==> config.mk <==
export PLATFORM = sky130hd
export DESIGN_NAME = matmul_par_lanes
export DESIGN_NICKNAME = d
export VERILOG_FILES = /design/src/rtl/matmul_par_lanes.sv
export SDC_FILE = /design/constraint.sdc
export NUM_CORES = 2
export LEC_CHECK = 0
export CAP_MARGIN = 20
export CORE_ASPECT_RATIO = 0.8
export CORE_MARGIN = 5
export CORE_UTILIZATION = 30
export DETAILED_ROUTE_END_ITERATION = 10
export PLACE_DENSITY_LB_ADDON = 0.1
export SLEW_MARGIN = 20
export SYNTH_ARGS = -nofsm -noshare
export SYNTH_HDL_FRONTEND = slang
export SYNTH_SLANG_ARGS = --single-unit
==> constraint.sdc <==
create_clock -name clk -period 12.2 [get_ports clk]
set_input_delay 3.66 -clock clk [delete_from_list [all_inputs] [get_ports clk]]
set_output_delay 3.66 -clock clk [all_outputs]
set_load 0.01 [all_outputs]
==> src/rtl/matmul_par_lanes.sv <==
// Multi-lane integer matrix multiplier R = A x B. Rows of A are dealt round-robin
// across LANES concurrent MAC engines, each doing one multiply-accumulate per cycle.
module matmul_par_lanes #(
   parameter int A_ROWS = 4,
   parameter int A_COLS = 4,
   parameter int B_COLS = 4,
   parameter int DW     = 8,
   parameter int ACC_W  = 18,
   parameter int LANES  = 2,
   parameter int SIGNED = 1
) (
   input  logic                           clk,
   input  logic                           rst,
   input  logic                           start,
   input  logic [A_ROWS*A_COLS*DW-1:0]    a,
   input  logic [A_COLS*B_COLS*DW-1:0]    b,
   output logic                           busy,
   output logic                           done,
   output logic [A_ROWS*B_COLS*ACC_W-1:0] res
);

   localparam int ROWS_PER_LANE = (A_ROWS + LANES - 1) / LANES;
   localparam int M   = ROWS_PER_LANE * B_COLS * A_COLS;
   localparam int RW  = $clog2(A_ROWS + 2*LANES);
   localparam int RIW = (A_ROWS > 1) ? $clog2(A_ROWS) : 1;
   localparam int JW  = (B_COLS > 1) ? $clog2(B_COLS) : 1;
   localparam int KW  = (A_COLS > 1) ? $clog2(A_COLS) : 1;
   localparam int CW  = $clog2(M + 1);
   localparam int PW  = (ACC_W > 2*DW) ? ACC_W : 2*DW;

   typedef enum logic [1:0] {
      S_IDLE    = 2'd0,
      S_COMPUTE = 2'd1,
      S_DONE    = 2'd2
   } state_t;

   state_t                           state_q, state_d;
   logic [A_ROWS*A_COLS*DW-1:0]      aCap_q, aCap_d;
   logic [A_COLS*B_COLS*DW-1:0]      bCap_q, bCap_d;
   logic [ACC_W-1:0]                 acc_q [A_ROWS][B_COLS];
   logic [ACC_W-1:0]                 acc_d [A_ROWS][B_COLS];
   logic [A_ROWS*B_COLS*ACC_W-1:0]   res_q, res_d;
   logic [RW-1:0]                    row_q [LANES];
   logic [RW-1:0]                    row_d [LANES];
   logic [JW-1:0]                    j_q   [LANES];
   logic [JW-1:0]                    j_d   [LANES];
   logic [KW-1:0]                    k_q   [LANES];
   logic [KW-1:0]                    k_d   [LANES];
   logic [CW-1:0]                    cnt_q, cnt_d;

   logic [DW-1:0] aElem [A_ROWS][A_COLS];
   logic [DW-1:0] bElem [A_COLS][B_COLS];

   // Unpack the captured operands; element (0,0) sits in the MSBs.
   for (genvar r = 0; r < A_ROWS; r++) begin : g_aRow
      for (genvar c = 0; c < A_COLS; c++) begin : g_aCol
         assign aElem[r][c] = aCap_q[DW*(A_ROWS*A_COLS-1-(r*A_COLS+c)) +: DW];
      end
   end

   for (genvar r = 0; r < A_COLS; r++) begin : g_bRow
      for (genvar c = 0; c < B_COLS; c++) begin : g_bCol
         assign bElem[r][c] = bCap_q[DW*(A_COLS*B_COLS-1-(r*B_COLS+c)) +: DW];
      end
   end

   // Operands are extended to PW bits first, so the low bits of the product are
   // exact for both signednesses before wrapping to ACC_W.
   function automatic logic [ACC_W-1:0] macTerm(input logic [DW-1:0] x, input logic [DW-1:0] y);
      logic [PW-1:0] xe;
      logic [PW-1:0] ye;
      logic [PW-1:0] p;
      if (SIGNED != 0) begin
         xe = {{(PW-DW){x[DW-1]}}, x};
         ye = {{(PW-DW){y[DW-1]}}, y};
      end else begin
         xe = {{(PW-DW){1'b0}}, x};
         ye = {{(PW-DW){1'b0}}, y};
      end
      p = xe * ye;
      return p[ACC_W-1:0];
   endfunction

   always_comb begin
      state_d = state_q;
      aCap_d  = aCap_q;
      bCap_d  = bCap_q;
      acc_d   = acc_q;
      res_d   = res_q;
      row_d   = row_q;
      j_d     = j_q;
      k_d     = k_q;
      cnt_d   = cnt_q;
      busy    = 1'b0;
      done    = 1'b0;

      unique case (state_q)
         S_IDLE: begin
            if (start) begin
               state_d = S_COMPUTE;
               aCap_d  = a;
               bCap_d  = b;
               cnt_d   = '0;
               for (int r = 0; r < A_ROWS; r++) begin
                  for (int c = 0; c < B_COLS; c++) begin
                     acc_d[r][c] = '0;
                  end
               end
               for (int l = 0; l < LANES; l++) begin
                  row_d[l] = RW'(l);
                  j_d[l]   = '0;
                  k_d[l]   = '0;
               end
            end
         end

         S_COMPUTE: begin
            busy = 1'b1;
            // Lanes own disjoint rows, so their accumulator writes never collide.
            for (int l = 0; l < LANES; l++) begin
               if (row_q[l] < RW'(A_ROWS)) begin
                  acc_d[RIW'(row_q[l])][j_q[l]] = acc_q[RIW'(row_q[l])][j_q[l]]
                     + macTerm(aElem[RIW'(row_q[l])][k_q[l]], bElem[k_q[l]][j_q[l]]);
                  if (k_q[l] == KW'(A_COLS-1)) begin
                     k_d[l] = '0;
                     if (j_q[l] == JW'(B_COLS-1)) begin
                        j_d[l]   = '0;
                        row_d[l] = row_q[l] + RW'(LANES);
                     end else begin
                        j_d[l] = j_q[l] + JW'(1);
                     end
                  end else begin
                     k_d[l] = k_q[l] + KW'(1);
                  end
               end
            end

            cnt_d = cnt_q + CW'(1);
            if (cnt_q == CW'(M-1)) begin
               state_d = S_DONE;
               for (int r = 0; r < A_ROWS; r++) begin
                  for (int c = 0; c < B_COLS; c++) begin
                     res_d[ACC_W*(A_ROWS*B_COLS-1-(r*B_COLS+c)) +: ACC_W] = acc_d[r][c];
                  end
               end
            end
         end

         S_DONE: begin
            done    = 1'b1;
            state_d = S_IDLE;
         end

         default: begin
            state_d = S_IDLE;
         end
      endcase
   end

   always_ff @(posedge clk) begin
      if (rst) begin
         state_q <= S_IDLE;
         aCap_q  <= '0;
         bCap_q  <= '0;
         res_q   <= '0;
         cnt_q   <= '0;
         for (int r = 0; r < A_ROWS; r++) begin
            for (int c = 0; c < B_COLS; c++) begin
               acc_q[r][c] <= '0;
            end
         end
         for (int l = 0; l < LANES; l++) begin
            row_q[l] <= '0;
            j_q[l]   <= '0;
            k_q[l]   <= '0;
         end
      end else begin
         state_q <= state_d;
         aCap_q  <= aCap_d;
         bCap_q  <= bCap_d;
         res_q   <= res_d;
         cnt_q   <= cnt_d;
         for (int r = 0; r < A_ROWS; r++) begin
            for (int c = 0; c < B_COLS; c++) begin
               acc_q[r][c] <= acc_d[r][c];
            end
         end
         for (int l = 0; l < LANES; l++) begin
            row_q[l] <= row_d[l];
            j_q[l]   <= j_d[l];
            k_q[l]   <= k_d[l];
         end
      end
   end

   assign res = res_q;

endmodule

==> run summary <==
====================================================================================================
Outcome                                                                                 finished clean
Layout Nets                                                                                     6601
Number of distinct library cell variants in the gate-level netlist after synthesis                58
Period utilization                                                                             72.6%
Starting DRC count in detailed routing                                                          5153
Highest fanout seen on the critical path                                                          43
Total clock buffers created by CTS                                                                98
Internal cell power                                                                        0.00515 W
Sink Count                                                                                       853
I/O pins                                                                                         549
Max IR drop VDD                                                                             0.101 mV
Number of search-and-repair iterations in the first detailed-routing pass                          6
Clock-pin slew reported for the worst setup and hold paths after clock tree synthesis        0.06 ns
Slowest library cell on the worst path                                                  sky130_fd_sc_hd__dfxtp_4
Die X-Extent                                                                                  461 um
Relative contribution of sequential cells to total power                                       38.5%
Wire length of the first global-routing pass                                                  326 mm
Cts hold-fix bufs                                                                                  0
Endpoint type of the worst setup path                                                       register
Power density of the placed cells                                                        128 nW/um^2
Number of buffer and inverter instances along the worst setup path                                 6
Flip-flop cell with the highest count after synthesis                                   sky130_fd_sc_hd__dfxtp_1
Vias per Instance                                                                               5.45
Hold Fails Final Rpt                                                                               0
Logic pwr share                                                                                19.9%
Worst-case hold slack                                                                       0.453 ns
Global routing usage summed across all routing layers                                          26.2%
CTS max path bufs                                                                                  3
Worst Slack Setup Final                                                                      3.35 ns
Cell Area, Synth                                                                          48800 um^2
Largest cells by area after synthesis                                                   sky130_fd_sc_hd__dfxtp_1 35%, sky130_fd_sc_hd__mux4_2 12%, sky130_fd_sc_hd__nand2_1 10%
Dominant cell type by area after synthesis                                              sky130_fd_sc_hd__dfxtp_1
Area growth from synthesis to final layout                                                     22.2%
Type of the setup path with the least slack                                                  reg2reg
Detail Placement HPWL                                                                         172 mm
Number of vias after detailed routing                                                          44800
RePlAce Congestion                                                                             0.906
Cell at the root of the clock tree                                                      sky130_fd_sc_hd__clkbuf_16
Upper clock frequency limit                                                                0.113 GHz
FF+latch count, synth                                                                            853
Number of gates resized after CTS                                                                  0
CP top delay family                                                                      adder cells
Part of the power in the clock network                                                         41.6%
Type of origin of the critical path                                                         register
Die height                                                                                    371 um
Antenna violations before repair                                                                  26
Number of fill cells                                                                           16700
Register Area                                                                             17100 um^2
Tightest Hold Check Type                                                                     reg2reg
Clock tree from TritonCTS                                                                      built
Share of total power consumed by net switching                                                 32.4%
Fraction of registers with async set or reset after synthesis                                     0%
Stage delay of the slowest cell on the critical path                                         0.77 ns
Average wire length per cell after detail routing                                            27.9 um
Slew HR                                                                                        14.1%
Critical-path cell list                                                                 buf_4, mux4_2, mux4_2, nand2_1, fa_1, inv_1, fa_1, inv_1, fa_1, inv_1, fa_1, fa_1, inv_1, fa_1, inv_1, ha_1, o21ai_0, a21oi_1, and3_1, a211oi_1, a21oi_1, xnor2_4, nand2_1, a311oi_1
Transition time of the tightest slew-check pin                                               1.28 ns
Top cell type's share of synthesized area                                                      35.0%
Worst-case setup slack after placement                                                       3.26 ns
Post-Route WL                                                                                 230 mm
Data required time at the worst endpoint                                                    12.82 ns
Number of global-route vias before repair                                                      43100
Average instance area after synthesis                                                      8.55 um^2
Area of the core                                                                         162000 um^2
Switching power                                                                            0.00247 W
Insertion delay of the later-clocked pin in the worst-skew pair                              0.75 ns
Final-report max-slew violation count                                                              0
Sum Neg Setup Slack                                                                             0 ns
Data arrival time of the worst path                                                          9.47 ns
Final critical path time including I/O delays and setup                                      8.85 ns
Number of max-cap violations                                                                       0
Number of synthesized flops with an enable pin                                                     0
Post-CTS Setup Inserts                                                                             0
Core Rows                                                                                        132
Number of DRC violations after detailed routing                                                    0
Leakage power                                                                                21.4 nW
Cells after Synth                                                                               5712
Area enclosed by the die boundary                                                        171000 um^2
Area of the multi-input gates                                                             28800 um^2
Warning count from the yosys run                                                                   0
Buffers on Ports                                                                                 548
Total congestion overflow after global routing                                                     0
Proportion of synthesized chip area in sequential cells                                        35.0%
Post-Layout Inst Area                                                                     59700 um^2
Share of final-layout standard cells stronger than drive strength 1                            9.79%
Routed Antenna Nets                                                                                0
Placed standard-cell area                                                                 56200 um^2
Most frequent CP cell                                                                   sky130_fd_sc_hd__fa_1
CTS HTree Levels                                                                                   3
Starting density of the core                                                                   30.2%
Sum of internal, switching and leakage power                                               0.00761 W
Worst setup skew after layout                                                              0.0646 ns
Count of endpoints failing setup in the final report                                               0
RSZ-0062 raised after global routing                                                              no
Largest net degree at the start of global routing                                                192
Syn nets                                                                                        6312
====================================================================================================
-- power by group through the flow --
| stage | Clock (W) | Combinational (W) | Sequential [W] |
|---|---|---|---|
| floorplan | 0 | 0.000876 | 0.00294 |
| global placement | 0 | 0.00149 | 0.00299 |
| detailed placement | 0 | 0.00149 | 0.00299 |
| CTS | 0.00323 | 0.00150 | 0.00293 |
| global route | 0.00333 | 0.00161 | 0.00294 |
| finish | 0.00317 | 0.00151 | 0.00293 |
-- cell families after synthesis --
group                    share of synthesized area [%]
AO/OA/AOI/OAI                                     14.9
XOR/XNOR                                          1.05
adder cells (fa/ha/maj)                           11.9
buffers and inverters                             6.35
flip-flops                                        35.0
multiplexers                                      13.2
AND/OR/NAND/NOR                                   17.5
-- metal layers --
| metal | vias up | part of all wire (%) | GRT usage, % |
|---|---|---|---|
| met1 | 22500 | 45 | 37.5 |
| met4 | 10 | 2.4 | 6.35 |
| li1 | 20100 | - | - |
| met2 | 1949 | 43 | 39.1 |
| met5 | - | 0.030 | 0 |
| met3 | 273 | 9.8 | 7.17 |
-- worst paths after layout --
path,slack [ns],depth (start not counted),from,to
max,3.35,24,row_q[0],res[269]
max reg2reg,3.35,24,row_q[0],res[269]
min,0.45,2,res[40],res[40]
min reg2reg,0.45,2,res[40],res[40]
-- state kept, by name, indices dropped and copies added (netlist names) --
| signal | count |
|---|---|
| aCap_q | 128 |
| acc_q | 288 |
| bCap_q | 128 |
| cnt_q | 6 |
| j_q | 4 |
| k_q | 4 |
| res | 288 |
| row_q | 5 |
| state_q | 2 |
-- synthesized netlist by cell type, drive strengths merged (13+ instances only) --
cell	n
and3	14
dfxtp	853
and2	75
ha	133
nand3b	27
xor2	13
mux4	260
fa	208
clkbuf	398
mux2i	52
xnor2	38
nor2	447
o21a	14
a211oi	54
a311oi	87
nand3	118
a21oi	572
a31oi	39
buf	67
nand2	1349
o211ai	96
a22oi	90
o21ai	236
nor3	34
inv	350
-- tightest hold or removal path, delay by kind of cell, from the launching register on --
| family | cells | cell delay (ns) |
|---|---|---|
| compound gates | 1 | 0.05 |
| flops | 1 | 0.31 |
| simple gates | 1 | 0.05 |
-- cells in the final DEF, fill, tap and decap left out, drive strengths merged, types with 52 or more instances in the layout --
cell type      count
a211oi            54
a21oi            572
a22oi             90
a311oi            87
and2              75
buf              107
clkbuf           136
clkdlybuf4s50    547
dfxtp            853
fa               208
ha               133
inv              353
mux2i             52
mux4             260
nand2           1349
nand3            118
nor2             447
o211ai            96
o21ai            236
-- cell type report --
cell class | count | area share, %
well taps | 2144 | 4.49
repair buffers | 654 | 10.6
clock buffers | 136 | 4.79
flip-flops and latches | 853 | 28.6
diodes | 9 | 0.0377
multi-input cells | 4044 | 48.3
inverters | 350 | 2.20
clock inverters | 40 | 0.872
-- metrics by stage --
stage / util, % / cells
3_5_place_dp: 34.7 / 8041
2_1_floorplan: - / 5712
4_1_cts: 36.8 / 8217
5_1_grt: 36.9 / 8222
3_3_place_gp: 34.7 / 8040
6_report: 36.9 / 8230
Power figures use the tool's default switching activity.
